$ cat config.mk
export PLATFORM = sky130hd
export DESIGN_NAME = bin_to_bcd_seq
export DESIGN_NICKNAME = d
export VERILOG_FILES = /design/src/rtl/bin_to_bcd_seq.sv
export SDC_FILE = /design/constraint.sdc
export NUM_CORES = 1
export LEC_CHECK = 0
export BUFFER_PORTS_ARGS = -buffer_cell sky130_fd_sc_hd__buf_2
export CAP_MARGIN = 20
export CORE_MARGIN = 1.5
export CORE_UTILIZATION = 50
export DETAILED_ROUTE_END_ITERATION = 10
export GPL_ROUTABILITY_DRIVEN = 0
export MAX_ROUTING_LAYER = met4
export PLACE_DENSITY = 0.71
export SETUP_SLACK_MARGIN = 0.5
export SLEW_MARGIN = 40
export SYNTH_ARGS = -nofsm -noshare
export SYNTH_HDL_FRONTEND = slang
export SYNTH_SLANG_ARGS = --single-unit
export TNS_END_PERCENT = 30
$ cat constraint.sdc
create_clock -name clk -period 1.5 [get_ports clk]
set_input_delay 0 -clock clk [delete_from_list [all_inputs] [get_ports clk]]
set_output_delay 0 -clock clk [all_outputs]
set_load 0.02 [all_outputs]
$ cat src/rtl/bin_to_bcd_seq.sv
// ---------------------------------------------------------------------------
// bin_to_bcd_seq
//
// Sequential binary-to-BCD converter that feeds the display digit
// multiplexer. It uses the shift-add-3 (double-dabble) method and
// processes one input bit per clock.
//
// Outputs are registered and change only when a conversion completes.
// This lets the scan logic always see a coherent 4-digit value.
//
// Ports
//   clk     : system clock, all logic on the rising edge
//   reset   : synchronous, active-high reset; dominant over everything
//   start   : conversion request; accepted only while idle
//   bin_in  : unsigned binary value, sampled on the accepted start cycle
//   busy    : high while the shift phase is running
//   done    : one-cycle pulse when new digits become valid
//   ovf     : last accepted value exceeded MAX_VAL (clamped to MAX_VAL)
//   dig_U   : BCD units digit
//   dig_D   : BCD tens digit
//   dig_C   : BCD hundreds digit
//   dig_M   : BCD thousands digit
// ---------------------------------------------------------------------------
module bin_to_bcd_seq #(
    parameter int IN_W    = 14,
    parameter int MAX_VAL = 9999
) (
    input  logic            clk,
    input  logic            reset,
    input  logic            start,
    input  logic [IN_W-1:0] bin_in,
    output logic            busy,
    output logic            done,
    output logic            ovf,
    output logic [3:0]      dig_U,
    output logic [3:0]      dig_D,
    output logic [3:0]      dig_C,
    output logic [3:0]      dig_M
);

    localparam int          CNT_W  = $clog2(IN_W + 1);
    localparam int          WORK_W = 16 + IN_W;
    localparam logic [31:0] MAX_U  = 32'(MAX_VAL);

    typedef enum logic [1:0] {
        IDLE,
        SHIFT,
        FINISH
    } state_t;

    state_t            state;
    state_t            state_next;
    logic [WORK_W-1:0] work;        // {BCD[15:0], binary[IN_W-1:0]}
    logic [CNT_W-1:0]  cnt;
    logic              ovf_pending;
    logic              sat;

    // Add-3 correction applied to one BCD nibble before each shift.
    function automatic logic [3:0] adj_nibble(input logic [3:0] n);
        return (n >= 4'd5) ? (n + 4'd3) : n;
    endfunction

    // One double-dabble step: correct all four BCD nibbles, then shift left.
    function automatic logic [WORK_W-1:0] dabble_step(input logic [WORK_W-1:0] w);
        logic [WORK_W-1:0] r;
        r = w;
        for (int i = 0; i < 4; i++) begin
            r[IN_W + 4*i +: 4] = adj_nibble(w[IN_W + 4*i +: 4]);
        end
        return {r[WORK_W-2:0], 1'b0};
    endfunction

    // For IN_W < 14 the input cannot exceed 9999, so this is constant false.
    assign sat  = ({{(32-IN_W){1'b0}}, bin_in} > MAX_U);
    assign busy = (state == SHIFT);

    always_ff @(posedge clk) begin
        if (reset) begin
            state <= IDLE;
        end else begin
            state <= state_next;
        end
    end

    always_comb begin
        state_next = state;
        case (state)
            IDLE: begin
                if (start) begin
                    state_next = SHIFT;
                end
            end
            SHIFT: begin
                // The counter still holds 1 during the final shift.
                if (cnt == CNT_W'(1)) begin
                    state_next = FINISH;
                end
            end
            FINISH: begin
                state_next = IDLE;
            end
            default: begin
                state_next = IDLE;
            end
        endcase
    end

    always_ff @(posedge clk) begin
        if (reset) begin
            work        <= '0;
            cnt         <= '0;
            ovf_pending <= 1'b0;
            ovf         <= 1'b0;
            done        <= 1'b0;
            dig_U       <= 4'd0;
            dig_D       <= 4'd0;
            dig_C       <= 4'd0;
            dig_M       <= 4'd0;
        end else begin
            done <= 1'b0;
            case (state)
                IDLE: begin
                    if (start) begin
                        work        <= {16'd0, (sat ? MAX_U[IN_W-1:0] : bin_in)};
                        ovf_pending <= sat;
                        cnt         <= CNT_W'(IN_W);
                    end
                end
                SHIFT: begin
                    work <= dabble_step(work);
                    cnt  <= cnt - CNT_W'(1);
                end
                FINISH: begin
                    dig_U <= work[IN_W      +: 4];
                    dig_D <= work[IN_W + 4  +: 4];
                    dig_C <= work[IN_W + 8  +: 4];
                    dig_M <= work[IN_W + 12 +: 4];
                    ovf   <= ovf_pending;
                    done  <= 1'b1;
                end
                default: begin
                end
            endcase
        end
    end

endmodule

==> reports/results.tsv <==
metric	value	unit
post-synth-top-count-cell	dfxtp_1	
finClkSkew	11.0	ps
initial_core_util	52.3	%
synth_edf_count	0	
ff2ff_path_depth	6	
whs_path_depth	2	
finalInstanceArea	3410	µm²
core	4790	µm²
routed_wl	5880	µm
crit_path_max_fanout	3	
rr_endpoint	work[16]	
cts_tree	done	
fin_util	71.3	%
power.share.sequential	50.2	%
ir_drop	0.618	mV
netSwitchingFraction	24.1	%
clock_sinks	55	
grt_max_degree	36	
ant_nets	0	
hold_viol	0	
crit_type	register to register	
drtIter0Drc	111	
pwr-share-clk	36.6	%
p_int	0.00237	W
end_kind	register	
clk_latency	310	ps
first_pass_iters	4	
rsz0062_at_grt	true	
wl_per_cell	13.7	µm
synth_cells	301	
avgSynthCellArea	8.31	µm²
vias	2313	
cts_buffer_depth	2	
ys_seq_elements	55	
antenna_found_initial	0	
die_w	73.7	µm
worst_pin_slew	465	ps
clk_pin_slew	100	ps
yosys.area.top_type	dfxtp_1	
r2r_start	work[15]	
io_buffers	35	
fin_crit_sh	86.8	%
dieHeight	73.7	µm
relSlewSlack	69.0	%
layout_setup_ws	198	ps
synth_cell_types	35	
syn_nets	328	
p_per_area	915	nW/µm²
maxCapViolCount	0	
setup_viol	0	
drc	0	
ys.flop_type	dfxtp_1	
die_area	5440	µm²
holdCritStartpoint	reset	
h-tree-depth	2	
max_freq	0.768	GHz
tns	0	ps
root_buffer	clkbuf_8	
ys_warn_count	0	
hp-class	primary input to register	
dp_slack	82.8	ps
start_kind	register	
whs_endpoint	work[17]	
grt_pass1_vias	2060	
drive_above_1_share	33.8	%
period_needed	1300	ps
io-pin-count	36	
required	1760	ps
dp_hpwl	3730	µm
yosys-top-cells-area	dfxtp_1, a21oi_1, nand2_1	
p_leak	1.39	nW
final_nets	387	
avgViaCountPerCell	5.40	
synthArstFlopShare	0	%
grt_usage	23.1	%
ys_seq_area_share	44.0	%
final_max_slew_viol_count	0	
p_comb_share	13.2	%
synth_top_area_share	44.0	%
grt.overflow.total	0	
critPathArrivalTime	1560	ps
antenna_cells	0	
numCtsBuffers	5	
synth_common_cells	dfxtp_1, nand2_1, a21oi_1	
num_rows	25	
p_sw	0.000752	W
grt_pass1_wl	9420	µm
areaGrowthSynthToFinish	36.5	%
status	finished clean	
syn-cell-area	2500	µm²
r2r_setup_slack	200	ps
dpl_cell_area	2900	µm²
-- critical path, cell delays in order (launching register included) --
cell and delay (ps):
dfxtp_2 370, inv_4 50, ha_4 140, nand2b_4 130
a21oi_4 170, mux2i_1 240, a22o_1 140
-- power by group through the flow --
stage | Clock (W) | Sequential [W] | Combinational, W
2_1_floorplan | 0 | 0.00158 | 0.000241
3_3_place_gp | 0 | 0.00160 | 0.000303
3_5_place_dp | 0 | 0.00160 | 0.000309
4_1_cts | 0.00117 | 0.00156 | 0.000362
5_1_grt | 0.00122 | 0.00157 | 0.000453
6_report | 0.00114 | 0.00157 | 0.000412
-- metrics by stage --
step / cells / total power (W) / hold WS, ps
after floorplan: 301 / 0.00182 / 133
after global placement: 396 / 0.00190 / 250
after detailed placement: 396 / 0.00191 / 261
after CTS: 421 / 0.00309 / 18.4
after global routing: 428 / 0.00325 / 32.3
final: 428 / 0.00312 / 17.2
-- worst max path at each step --
stage	from	endpoint	depth (start not counted)
2_1_floorplan	state[0]	work[4]	5
3_3_place_gp	state[0]	work[27]	3
3_5_place_dp	state[0]	work[15]	3
4_1_cts	work[15]	work[16]	6
5_1_grt	work[15]	work[16]	6
6_report	work[15]	work[16]	6
-- placed cells by master, fill, tap and decap left out, drive strengths merged, types with 3 or more instances in the layout --
master	n
nor2	26
o22ai	4
a22oi	6
nand2b	6
a22o	11
xor2	3
buf	63
nor3	6
inv	23
nand3	6
xnor2	4
a21oi	41
mux2i	4
o221ai	6
a211oi	3
nand2	43
dfxtp	55
clkbuf	6
ha	10
dlygate4sd3	7
o21ai	10
-- per-layer routing --
layer	wire length, µm	track usage, %	up-vias
li1	-	-	1157
met1	2630	27.7	1093
met2	2930	37.9	55
met3	218	5.08	8
met4	93	8.64	0
met5	0	-	-
-- repair_timing --
item,4_1_cts,5_1_grt
endpoints found under the hold margin,7,0
hold buffers,7,0
buffers inserted,9,7
pin swaps,13,13
setup endpoints to repair,56,56
cloned,1,0
gates resized for setup,22,23
-- area by class of cell --
type                            count  area [µm²]
Inverter                           23         106
Sequential cell                    55        1130
Multi-Input combinational cell    205        1470
Timing Repair Buffer               70         492
Fill cell                         383        1370
Clock inverter                      2        60.1
Clock buffer                        6        72.6
Tap cell                           67        83.8
-- sequential cells by signal (all words and copies together) (netlist names), 2 cells and up --
register and flops:
cnt 4, dig_C 4, dig_D 4, dig_M 4, dig_U 4, state 2
work 30
-- cell families after synthesis --
logic type      share of synthesized area [%]
fa+ha+maj                                5.00
simple gates                             17.0
compound gates                           22.5
xor+xnor                                 2.45
buf+inv                                  7.45
mux                                      1.60
flops                                    44.0
Power figures use the tool's default switching activity.
